### config.mk
export PLATFORM = sky130hd
export DESIGN_NAME = transformer_4x4
export DESIGN_NICKNAME = d
export VERILOG_FILES = /design/src/rtl/transformer_4x4_pkg.sv /design/src/rtl/transformer_4x4_dct1d_4.sv /design/src/rtl/transformer_4x4.sv
export SDC_FILE = /design/constraint.sdc
export NUM_CORES = 1
export LEC_CHECK = 0
export BUFFER_PORTS_ARGS = -buffer_cell sky130_fd_sc_hd__buf_2
export CAP_MARGIN = 25
export CORE_MARGIN = 2
export CORE_UTILIZATION = 40
export DETAILED_ROUTE_END_ITERATION = 16
export PLACE_DENSITY_LB_ADDON = 0.2
export SLEW_MARGIN = 20
export SYNTH_ARGS = -nofsm -noshare
export SYNTH_HDL_FRONTEND = slang
export SYNTH_SLANG_ARGS = --single-unit
### constraint.sdc
create_clock -name clk -period 14 [get_ports clk]
set_clock_uncertainty 0.15 [all_clocks]
set_input_delay 2.8 -clock clk [delete_from_list [all_inputs] [get_ports clk]]
set_output_delay 2.8 -clock clk [all_outputs]
set_load 0.1 [all_outputs]
### src/rtl/transformer_4x4_pkg.sv
// Shared types for the 4x4 forward integer transform.
// State encoding, intermediate width and block geometry.
package idaten_tx_pkg;

  typedef enum logic [1:0] {
    IDLE,
    ROW,
    COL,
    DONE
  } tx_state_e;

  localparam int INTER_W = 11;
  localparam int BLK     = 4;
  localparam int NCOEF   = BLK * BLK;

  function automatic logic [3:0] rc_idx(
    input logic [1:0] r,
    input logic [1:0] c
  );
    return {r, c};
  endfunction

endpackage

### src/rtl/transformer_4x4_dct1d_4.sv
// Combinational 4-point H.264 forward core butterfly.
// Inputs are sign-extended to OUT_W before any arithmetic.
module dct1d_4
  import idaten_tx_pkg::*;
#(
  parameter int IN_W  = INTER_W,
  parameter int OUT_W = 16
) (
  input  logic signed [IN_W-1:0]  x [BLK],
  output logic signed [OUT_W-1:0] y [BLK]
);

  logic signed [OUT_W-1:0] e [BLK];
  logic signed [OUT_W-1:0] a;
  logic signed [OUT_W-1:0] b;
  logic signed [OUT_W-1:0] c;
  logic signed [OUT_W-1:0] d;

  always_comb begin
    for (int i = 0; i < BLK; i++) begin
      e[i] = {{(OUT_W-IN_W){x[i][IN_W-1]}}, x[i]};
    end
    a    = e[0] + e[3];
    b    = e[1] + e[2];
    c    = e[1] - e[2];
    d    = e[0] - e[3];
    y[0] = a + b;
    y[1] = (d <<< 1) + c;
    y[2] = a - b;
    y[3] = d - (c <<< 1);
  end

endmodule

### src/rtl/transformer_4x4.sv
// 4x4 forward integer transform: row pass then column pass, one line per cycle.
// Optional out_nonzero port enabled by TRANSFORMER_NONZERO_FLAG_EN.
module transformer_4x4
  import idaten_tx_pkg::*;
#(
  parameter int MB_NUMBER_BITS = 12,
  parameter int RES_W          = 8,
  parameter int COEFF_W        = 16
) (
  input  logic                        clk,
  input  logic                        reset,
  input  logic                        in_valid,
  output logic                        in_ready,
  input  logic signed [RES_W-1:0]     in_res [NCOEF],
  input  logic [2:0]                  in_mode,
  input  logic [MB_NUMBER_BITS:0]     in_mbnumber,
  output logic                        out_valid,
  input  logic                        out_ready,
  output logic signed [COEFF_W-1:0]   out_coeff [NCOEF],
  output logic [2:0]                  out_mode,
`ifdef TRANSFORMER_NONZERO_FLAG_EN
  output logic                        out_nonzero,
`endif
  output logic [MB_NUMBER_BITS:0]     out_mbnumber
);

  if (COEFF_W < RES_W + 6 || RES_W + 3 > INTER_W) begin : g_w_chk
    $error("transformer_4x4: need COEFF_W >= RES_W+6 and RES_W+3 <= INTER_W");
  end

  tx_state_e state_q, state_d;
  logic [1:0] idx_q, idx_d;
  logic rdy_q, rdy_d;
  logic valid_q, valid_d;
  logic [2:0] mode_q, mode_d;
  logic [MB_NUMBER_BITS:0] mb_q, mb_d;
  logic signed [RES_W-1:0] res_q [NCOEF];
  logic signed [RES_W-1:0] res_d [NCOEF];
  logic signed [INTER_W-1:0] inter_q [NCOEF];
  logic signed [INTER_W-1:0] inter_d [NCOEF];
  logic signed [COEFF_W-1:0] coeff_q [NCOEF];
  logic signed [COEFF_W-1:0] coeff_d [NCOEF];

  logic signed [INTER_W-1:0] bf_x [BLK];
  logic signed [COEFF_W-1:0] bf_y [BLK];
  logic accept;

  assign accept = (state_q == IDLE) && in_valid && rdy_q;

  // Shared butterfly: residual rows in ROW, buffered columns in COL.
  always_comb begin
    logic signed [RES_W-1:0] rv;
    rv = '0;
    for (int k = 0; k < BLK; k++) begin
      rv = res_q[rc_idx(idx_q, 2'(k))];
      if (state_q == COL) begin
        bf_x[k] = inter_q[rc_idx(2'(k), idx_q)];
      end else begin
        bf_x[k] = {{(INTER_W-RES_W){rv[RES_W-1]}}, rv};
      end
    end
  end

  dct1d_4 #(
    .IN_W  (INTER_W),
    .OUT_W (COEFF_W)
  ) u_bfly (
    .x (bf_x),
    .y (bf_y)
  );

  always_comb begin
    state_d = state_q;
    idx_d   = idx_q;
    mode_d  = mode_q;
    mb_d    = mb_q;
    res_d   = res_q;
    inter_d = inter_q;
    coeff_d = coeff_q;
    unique case (state_q)
      IDLE: begin
        if (accept) begin
          res_d   = in_res;
          mode_d  = in_mode;
          mb_d    = in_mbnumber;
          idx_d   = 2'd0;
          state_d = ROW;
        end
      end
      ROW: begin
        for (int k = 0; k < BLK; k++) begin
          inter_d[rc_idx(idx_q, 2'(k))] = bf_y[k][INTER_W-1:0];
        end
        idx_d = idx_q + 2'd1;
        if (idx_q == 2'd3) state_d = COL;
      end
      COL: begin
        for (int k = 0; k < BLK; k++) begin
          coeff_d[rc_idx(2'(k), idx_q)] = bf_y[k];
        end
        idx_d = idx_q + 2'd1;
        if (idx_q == 2'd3) state_d = DONE;
      end
      DONE: begin
        if (out_ready) state_d = IDLE;
      end
      default: state_d = IDLE;
    endcase
    rdy_d   = (state_d == IDLE);
    valid_d = (state_d == DONE);
  end

  always_ff @(posedge clk or negedge reset) begin
    if (!reset) begin
      state_q <= IDLE;
      idx_q   <= '0;
      rdy_q   <= 1'b0;
      valid_q <= 1'b0;
      mode_q  <= '0;
      mb_q    <= '0;
      for (int i = 0; i < NCOEF; i++) begin
        res_q[i]   <= '0;
        inter_q[i] <= '0;
        coeff_q[i] <= '0;
      end
    end else begin
      state_q <= state_d;
      idx_q   <= idx_d;
      rdy_q   <= rdy_d;
      valid_q <= valid_d;
      mode_q  <= mode_d;
      mb_q    <= mb_d;
      res_q   <= res_d;
      inter_q <= inter_d;
      coeff_q <= coeff_d;
    end
  end

  assign in_ready     = rdy_q;
  assign out_valid    = valid_q;
  assign out_coeff    = coeff_q;
  assign out_mode     = mode_q;
  assign out_mbnumber = mb_q;

`ifdef TRANSFORMER_NONZERO_FLAG_EN
  logic nz_q, nz_d;

  always_comb begin
    nz_d = nz_q;
    if (accept) begin
      nz_d = 1'b0;
    end else if (state_q == COL) begin
      for (int k = 0; k < BLK; k++) begin
        nz_d = nz_d | (bf_y[k] != '0);
      end
    end
  end

  always_ff @(posedge clk or negedge reset) begin
    if (!reset) nz_q <= 1'b0;
    else        nz_q <= nz_d;
  end

  assign out_nonzero = nz_q;
`endif

endmodule

==> results of run 1 <==
## metal layers
layer	GRT usage	wire length, µm	part of all wire
met1	0.323	37500	0.44
met2	0.388	40000	0.47
met3	0.0451	5470	0.064
met4	0.0790	2740	0.032
met5	0	43	0.00050
## flip-flops by register name, indices dropped and copies added, names as in the netlist
register      count
out_coeff       252
inter_q         172
res_q           128
out_mbnumber     13
out_mode          3
idx_q             2
state_q           2
in_ready          1
out_valid         1
## synthesized netlist by cell type (8+ instances only)
cell      instances  share of area
nand2_1         903           0.12
dfrtp_1         574           0.52
o21ai_0         305          0.055
clkbuf_1        139          0.019
a21oi_1         115          0.021
ha_1             99          0.045
nor2_1           94          0.013
inv_1            92          0.012
mux4_2           72          0.059
mux2_2           53          0.022
xnor2_1          46          0.015
nor3_1           28         0.0051
and2_1           22         0.0050
buf_1            20         0.0027
nand2b_1         19         0.0043
nand3_1          18         0.0033
o21a_1           17         0.0046
o31ai_1          15         0.0041
xor2_1           15         0.0047
a31oi_1          14         0.0032
nor2b_1          14         0.0032
o21bai_1         14         0.0038
o41ai_1          12         0.0038
a211oi_1         11         0.0030
and3_1           11         0.0025
mux2i_1          10         0.0036
or3_1             9         0.0020
buf_2             8         0.0014
fa_1              8         0.0058
## kinds of logic (layout without fill, tap and decap cells)
family | count (synthesis) | in the layout | share of synthesized area
AOI/OAI and AO/OA | 565 | 565 | 0.119
xor gates and xnor gates | 64 | 64 | 0.0217
adders and majority gates | 107 | 107 | 0.0505
buffers and inverters | 266 | 670 | 0.0371
DFF | 574 | 574 | 0.518
muxes | 138 | 138 | 0.0849
and+or+nand+nor | 1144 | 1144 | 0.168
## final timing paths
| check | from | endpoint | slack (ps) | cells after the start |
|---|---|---|---|---|
| min reg2reg | res_q[112]$_DFFE_PN0P_ | res_q[112]$_DFFE_PN0P_ | 320 | 2 |
| max | idx_q[0]$_DFFE_PN0P_ | inter_q[109]$_DFFE_PN0P_ | 7120 | 17 |
| min | res_q[112]$_DFFE_PN0P_ | res_q[112]$_DFFE_PN0P_ | 320 | 2 |
| max in group asynchronous | reset | idx_q[0]$_DFFE_PN0P_ | 9590 | 4 |
| min in group asynchronous | reset | out_coeff[151]$_DFFE_PN0P_ | 2080 | 1 |
| max reg2reg | idx_q[0]$_DFFE_PN0P_ | inter_q[109]$_DFFE_PN0P_ | 7120 | 17 |
## layout make-up
class / count / area (µm²)
clock buffer: 72 / 1640
timing repair buffer: 461 / 2550
clock inverter: 43 / 601
sequential: 574 / 14400
inverter: 94 / 353
fill: 6466 / 35500
multi-input combinational: 2018 / 12400
tap: 931 / 1160
## metrics by stage
stage                     hold WS, ps   util  cell area [µm²]  cells
after detailed placement          306  0.448            30700   4073
final                             318  0.483            33100   4193
after global placement            303  0.447            30600   4069
after global routing              346  0.483            33100   4193
after floorplan                   288      -            27700   2858
after CTS                         321  0.481            33000   4188
## worst max-delay path: cells and delay by family, from the launching register on
kind,cells,cell delay (ps)
compound gates,8,1950
xor+xnor,1,760
fa+ha+maj,2,960
buf+inv,1,810
flops,1,880
mux,1,610
simple gates,4,580
==> flow_summary.yaml, run 1 <==
floorplan:
  dieHeight_um: 267
  start_util: 0.404
  io_pins: 422
  die_w_um: 267
  rows: 96
  core_um2: 68600
  dieArea_um2: 71400
timing:
  rsz0062_at_grt: "false"
  fmax_mhz: 145
  setup_viol: 0
  setup_slack_ps: 7120
  maxSlewViolCount: 0
  worst_pin_slew_ps: 1030
  hold_violations: 0
  timing.final.crit_share: 0.492
  relSlewSlack: 0.308
  fin_setup_tns_ps: 0
  fin_crit_ps: 6880
place:
  gp_congestion: 0.930
  dp_slack_ps: 6960
  io_buffer_count: 421
  dp_hpwl_um: 62500
critical_path:
  cpMostUsedCell: "nand2_1"
  cpPeakStageDelay_ps: 880
  cp_max_fo: 44
  cp.required_ps: 14350
  crit_arrival_ps: 7230
  end_kind: "flip-flop"
  crit_slowest_cell: "dfrtp_4"
  cp_cell_sequence: "buf_4, mux4_2, nand2_1, nand2_1, ha_1, a21oi_1, o21bai_1, a21oi_1, o21ai_0, a211o_1, nand2_1, o311ai_0, ha_1, nor3_1, a211oi_1, xnor2_1, o21ai_0"
  critPathKind: "flip-flop to flip-flop"
  start_kind: "flip-flop"
yosys:
  syn_area_um2: 27700
  yosysSeqAreaShare: 0.518
  synthDistinctLibCells: 80
  syn_nets: 3113
  synth_ff_type: "dfrtp_1"
  netlist_instances: 2858
  synth-warning-count: 0
  async_flop_share: 1.00
  synth_edf_count: 0
  ys_seq_elements: 574
  avgSynthCellArea_um2: 9.69
clock_network:
  cts_tree: "yes"
  clock_sinks: 574
  clk_latency_ps: 660
  htree_levels: 2
  cts_made_buffers: 61
  clk_pin_slew_ps: 60
  holdBufCountCts: 0
  clock_path_buffers: 3
  ctsRootBufferMaster: "clkbuf_16"
  post_cts_resized: 0
  cts_setup_buffers: 0
global_route:
  grt_pass1_wl_um: 130000
  grt_max_degree: 156
  antenna_found_initial: 8
  grt_util_all_layers: 0.239
  globalRouteOverflowTotal: 0
  grt_pass1_vias: 21488
finish:
  antenna_cells: 0
  mostFrequentLayoutCells: "895 x nand2_1, 572 x dfrtp_1, 422 x buf_2"
  drive_gt1_frac: 0.229
  layout.nets: 3465
  final_common_cell: "nand2_1"
  area_growth_pct: 19.5
drt:
  postRouteWirelength_um: 85800
  num_vias: 21804
  dr.first_iter.drc_count: 1591
  drc_errors: 0
  post_drt_via_cell_ratio: 5.20
  drtPass1Iterations: 5
  post_drt_wl_per_cell_um: 20.5
  ant_nets: 0
hold_path:
  hold_path.class: "flip-flop to flip-flop"
status:
  run_status: "complete, no violations"
flow_run:
  cap_viol_max_count: 0
Power of run 1 is left out: the tool's default activity adds up to more than one toggle a clock period on the data nets, which glitch-free logic cannot reach.
==> run 2: changes to the inputs <==
clock period = 6.81 ns   (was 14 ns; I/O delays follow)
==> flow_summary.yaml, run 2 (synthesis results as in run 1) <==
status:
  run_status: "complete, no violations"
global_route:
  globalRouteOverflowTotal: 0
  grt_max_degree: 131
  antenna_found_initial: 3
  grt_pass1_wl_um: 132000
  grt_util_all_layers: 0.243
  grt_pass1_vias: 21742
critical_path:
  cp_max_fo: 28
  cp.required_ps: 7110
  start_kind: "flip-flop"
  end_kind: "flip-flop"
  critPathLaunch: "idx_q[0]$_DFFE_PN0P_"
  crit_arrival_ps: 6480
  critPathKind: "flip-flop to flip-flop"
  r2r_start: "idx_q[0]$_DFFE_PN0P_"
clock_network:
  clk_pin_slew_ps: 60
  post_cts_resized: 0
  cts_made_buffers: 66
  htree_levels: 3
  cts_setup_buffers: 0
  holdBufCountCts: 0
  clock_sinks: 574
  clk_latency_ps: 620
  cts_tree: "yes"
  ctsRootBufferMaster: "clkbuf_16"
  clock_path_buffers: 3
drt:
  ant_nets: 0
  post_drt_wl_per_cell_um: 20.5
  drc_errors: 0
  post_drt_via_cell_ratio: 5.22
  dr.first_iter.drc_count: 1724
  postRouteWirelength_um: 86300
  num_vias: 22038
  drtPass1Iterations: 7
timing:
  fin_crit_ps: 6180
  relSlewSlack: 0.274
  worst_pin_slew_ps: 1080
  timing.final.crit_share: 0.908
  setup_viol: 0
  fin_setup_tns_ps: 0
  maxSlewViolCount: 0
  fmax_mhz: 162
  rsz0062_at_grt: "false"
  whs_ps: 316
  hold_violations: 0
finish:
  mostFrequentLayoutCells: "895 x nand2_1, 572 x dfrtp_1, 420 x buf_2"
  final_common_cell: "nand2_1"
  seqCellArea_um2: 14400
  antenna_cells: 0
  largest_register_ffs: 252
  layout.nets: 3491
  multiInputGateArea_um2: 12400
  fillCellCount: 6450
  area_growth_pct: 20.0
  drive_gt1_frac: 0.231
place:
  dp_hpwl_um: 63000
  gp_congestion: 0.898
  io_buffer_count: 421
floorplan:
  dieArea_um2: 71400
  start_util: 0.404
  rows: 96
  core_um2: 68600
  die_w_um: 267
  io_pins: 422
  dieHeight_um: 267
flow_run:
  cap_viol_max_count: 0
hold_path:
  hold_path.class: "flip-flop to flip-flop"
  min-delay-start: "res_q[120]$_DFFE_PN0P_"
==> run 2: cell count changes in the layout (fill, tap and decap cells not counted), moves of 4 or more <==
cell	delta
buf_12	+4
buf_4	+21
bufinv_16	-6
clkbuf_1	+6
clkbuf_16	+5
clkbuf_8	+4
clkinv_2	-5
xnor2_1	+4
xnor2_2	-4
==> run 2: final timing paths <==
| check | end | slack, ps | cells past startpoint |
|---|---|---|---|
| max reg2reg | out_coeff[125]$_DFFE_PN0P_ | 630 | 19 |
| max in group asynchronous | idx_q[0]$_DFFE_PN0P_ | 4760 | 3 |
| max | out_coeff[125]$_DFFE_PN0P_ | 630 | 19 |
| min | res_q[120]$_DFFE_PN0P_ | 320 | 2 |
| min reg2reg | res_q[120]$_DFFE_PN0P_ | 320 | 2 |
| min in group asynchronous | out_coeff[37]$_DFFE_PN0P_ | 450 | 1 |
==> run 2: routing by layer <==
metal | routed length, µm | GRT usage
met5 | 0 | 0
met4 | 1900 | 0.0624
met3 | 5240 | 0.0385
met2 | 40000 | 0.392
met1 | 39200 | 0.342
==> run 2: metrics by stage <==
stage / worst slack [ps] / std cells / instance area (µm²) / util
floorplan: 1160 / 2858 / 27700 / -
global route: 101 / 4219 / 33300 / 0.485
detailed placement: 691 / 4095 / 30900 / 0.450
global placement: 798 / 4093 / 30900 / 0.450
CTS: 653 / 4215 / 33100 / 0.483
finish: 630 / 4219 / 33300 / 0.485
==> run 2: area by class of cell <==
type,instances,area share
multi-input combinational,2018,0.372
clock buffer,87,0.0553
clock inverter,33,0.0126
inverter,94,0.0106
sequential,574,0.432
timing repair buffer,482,0.0818
tap,931,0.0350
==> run 2: critical path, cell delays in order (launching register included) <==
cell and delay (ps):
dfrtp_4 760, buf_12 280, mux4_2 540, nand2_1 90, and2_1 270, inv_1 130, fa_1 480, nand2b_1 110
a21oi_1 80, o21bai_1 160, a21oi_1 120, o21ai_0 250, a21oi_1 160, nor2_1 200, xor2_1 90, ha_1 460
o41ai_1 610, o41ai_1 220, a21oi_1 650, a21oi_1 170
Power of run 2 is left out for the same reason.
==> run 3: changes to the inputs <==
CTS_BUF_LIST = sky130_fd_sc_hd__clkbuf_16   (was unset)
REMOVE_ABC_BUFFERS = 1   (was unset)
==> flow_summary.yaml, run 3 (synthesis results as in run 1) <==
critical_path:
  end_kind: "flip-flop"
  r2r_start: "state_q[0]$_DFF_PN0_"
  crit_arrival_ps: 6350
  rr_worst_depth: 21
  cp.required_ps: 7090
  start_kind: "flip-flop"
  r2r-end: "out_coeff[79]$_DFFE_PN0P_"
  critPathLaunch: "state_q[0]$_DFF_PN0_"
  critPathKind: "flip-flop to flip-flop"
  endpoint: "out_coeff[79]$_DFFE_PN0P_"
  cp_max_fo: 24
  rrSetupSlack_ps: 740
timing:
  fmax_mhz: 165
  rsz0062_at_grt: "false"
  whs_ps: 318
  fin_crit_ps: 6070
  timing.final.crit_share: 0.891
  relSlewSlack: 0.363
  fin_setup_tns_ps: 0
  hold_violations: 0
  setup_viol: 0
  maxSlewViolCount: 0
  worst_pin_slew_ps: 952
finish:
  mostFrequentLayoutCells: "895 x nand2_1, 572 x dfrtp_1, 420 x buf_2"
  drive_gt1_frac: 0.219
  multiInputGateArea_um2: 12400
  layout.nets: 3466
  largest_register_ffs: 252
  instances_no_fill: 4184
  seqCellArea_um2: 14400
  final_cell_area_um2: 32800
  fillCellCount: 6485
  area_growth_pct: 18.4
  final_common_cell: "nand2_1"
  antenna_cells: 0
drt:
  postRouteWirelength_um: 79400
  drtPass1Iterations: 5
  post_drt_via_cell_ratio: 5.18
  post_drt_wl_per_cell_um: 19.0
  drc_errors: 0
  num_vias: 21659
  ant_nets: 0
  dr.first_iter.drc_count: 1466
clock_network:
  clock_path_buffers: 3
  clk_latency_ps: 600
  cts_setup_buffers: 0
  post_cts_resized: 0
  cts_made_buffers: 66
  clock_sinks: 574
  cts_tree: "yes"
  ctsRootBufferMaster: "clkbuf_16"
  htree_levels: 3
  clk_pin_slew_ps: 60
  holdBufCountCts: 0
floorplan:
  dieArea_um2: 71400
  core_um2: 68600
  io_pins: 422
  dieHeight_um: 267
  die_w_um: 267
  rows: 96
  start_util: 0.404
flow_run:
  cap_viol_max_count: 0
global_route:
  antenna_found_initial: 2
  globalRouteOverflowTotal: 0
  grt_util_all_layers: 0.223
  grt_pass1_vias: 21768
  grt_pass1_wl_um: 124000
  grt_max_degree: 185
hold_path:
  hold_path.class: "flip-flop to flip-flop"
place:
  dp_hpwl_um: 56800
  io_buffer_count: 421
  placed_cell_area_um2: 30700
  dp_cells: 4070
  gp_congestion: 0.895
status:
  run_status: "complete, no violations"
## run 3: cell types whose count changed in the layout (fill, tap and decap cells not counted), moves of 9 or more
cell      previous run  this run
clkbuf_8            11         0
buf_4               51        29
clkinv_1             0        12
clkbuf_1            10         0
inv_1               92       105
clkinv_2            16         7
## run 3: through the flow
| step | utilization | setup WS [ps] |
|---|---|---|
| after floorplan | - | -347 |
| final | 0.478 | 743 |
| after global placement | 0.447 | 877 |
| after global routing | 0.478 | 162 |
| after detailed placement | 0.447 | 706 |
| after CTS | 0.477 | 658 |
## run 3: final cells by class
type                       count  area share
timing repair buffer         457      0.0755
tap                          931      0.0355
clock inverter                41     0.00954
multi-input combinational   2018       0.378
sequential                   574       0.438
clock buffer                  69      0.0526
inverter                      94      0.0108
## run 3: how the worst min path moves through the flow
stage	from	cells after the start	end
after floorplan	res_q[112]$_DFFE_PN0P_	2	res_q[112]$_DFFE_PN0P_
after global placement	res_q[112]$_DFFE_PN0P_	2	res_q[112]$_DFFE_PN0P_
after detailed placement	res_q[112]$_DFFE_PN0P_	2	res_q[112]$_DFFE_PN0P_
after CTS	res_q[112]$_DFFE_PN0P_	2	res_q[112]$_DFFE_PN0P_
after global routing	out_mode[0]$_DFFE_PN0P_	2	out_mode[0]$_DFFE_PN0P_
final	out_mbnumber[7]$_DFFE_PN0P_	2	out_mbnumber[7]$_DFFE_PN0P_
## run 3: worst max-delay path, stage by stage, from the launching register on
cell and delay (ps):
dfrtp_1 420, inv_1 100, ha_2 470, inv_1 460, nor2_1 210, o31a_1 200
inv_1 60, ha_1 230, fa_1 470, nand2b_1 90, a21oi_1 80, o21bai_1 160
a21oi_1 130, o21ai_0 210, a21o_1 190, nand2_1 100, xnor2_1 160, ha_1 470
o41ai_1 640, o41ai_1 200, a21oi_1 530, a21oi_1 160
## run 3: routing by layer
layer | part of all wire | global-route usage | wire (µm)
met2 | 0.48 | 0.374 | 38500
met3 | 0.047 | 0.0318 | 3730
met1 | 0.45 | 0.301 | 35600
met5 | 0.000088 | 0 | 7
met4 | 0.020 | 0.0629 | 1590
Power of run 3 is left out for the same reason.
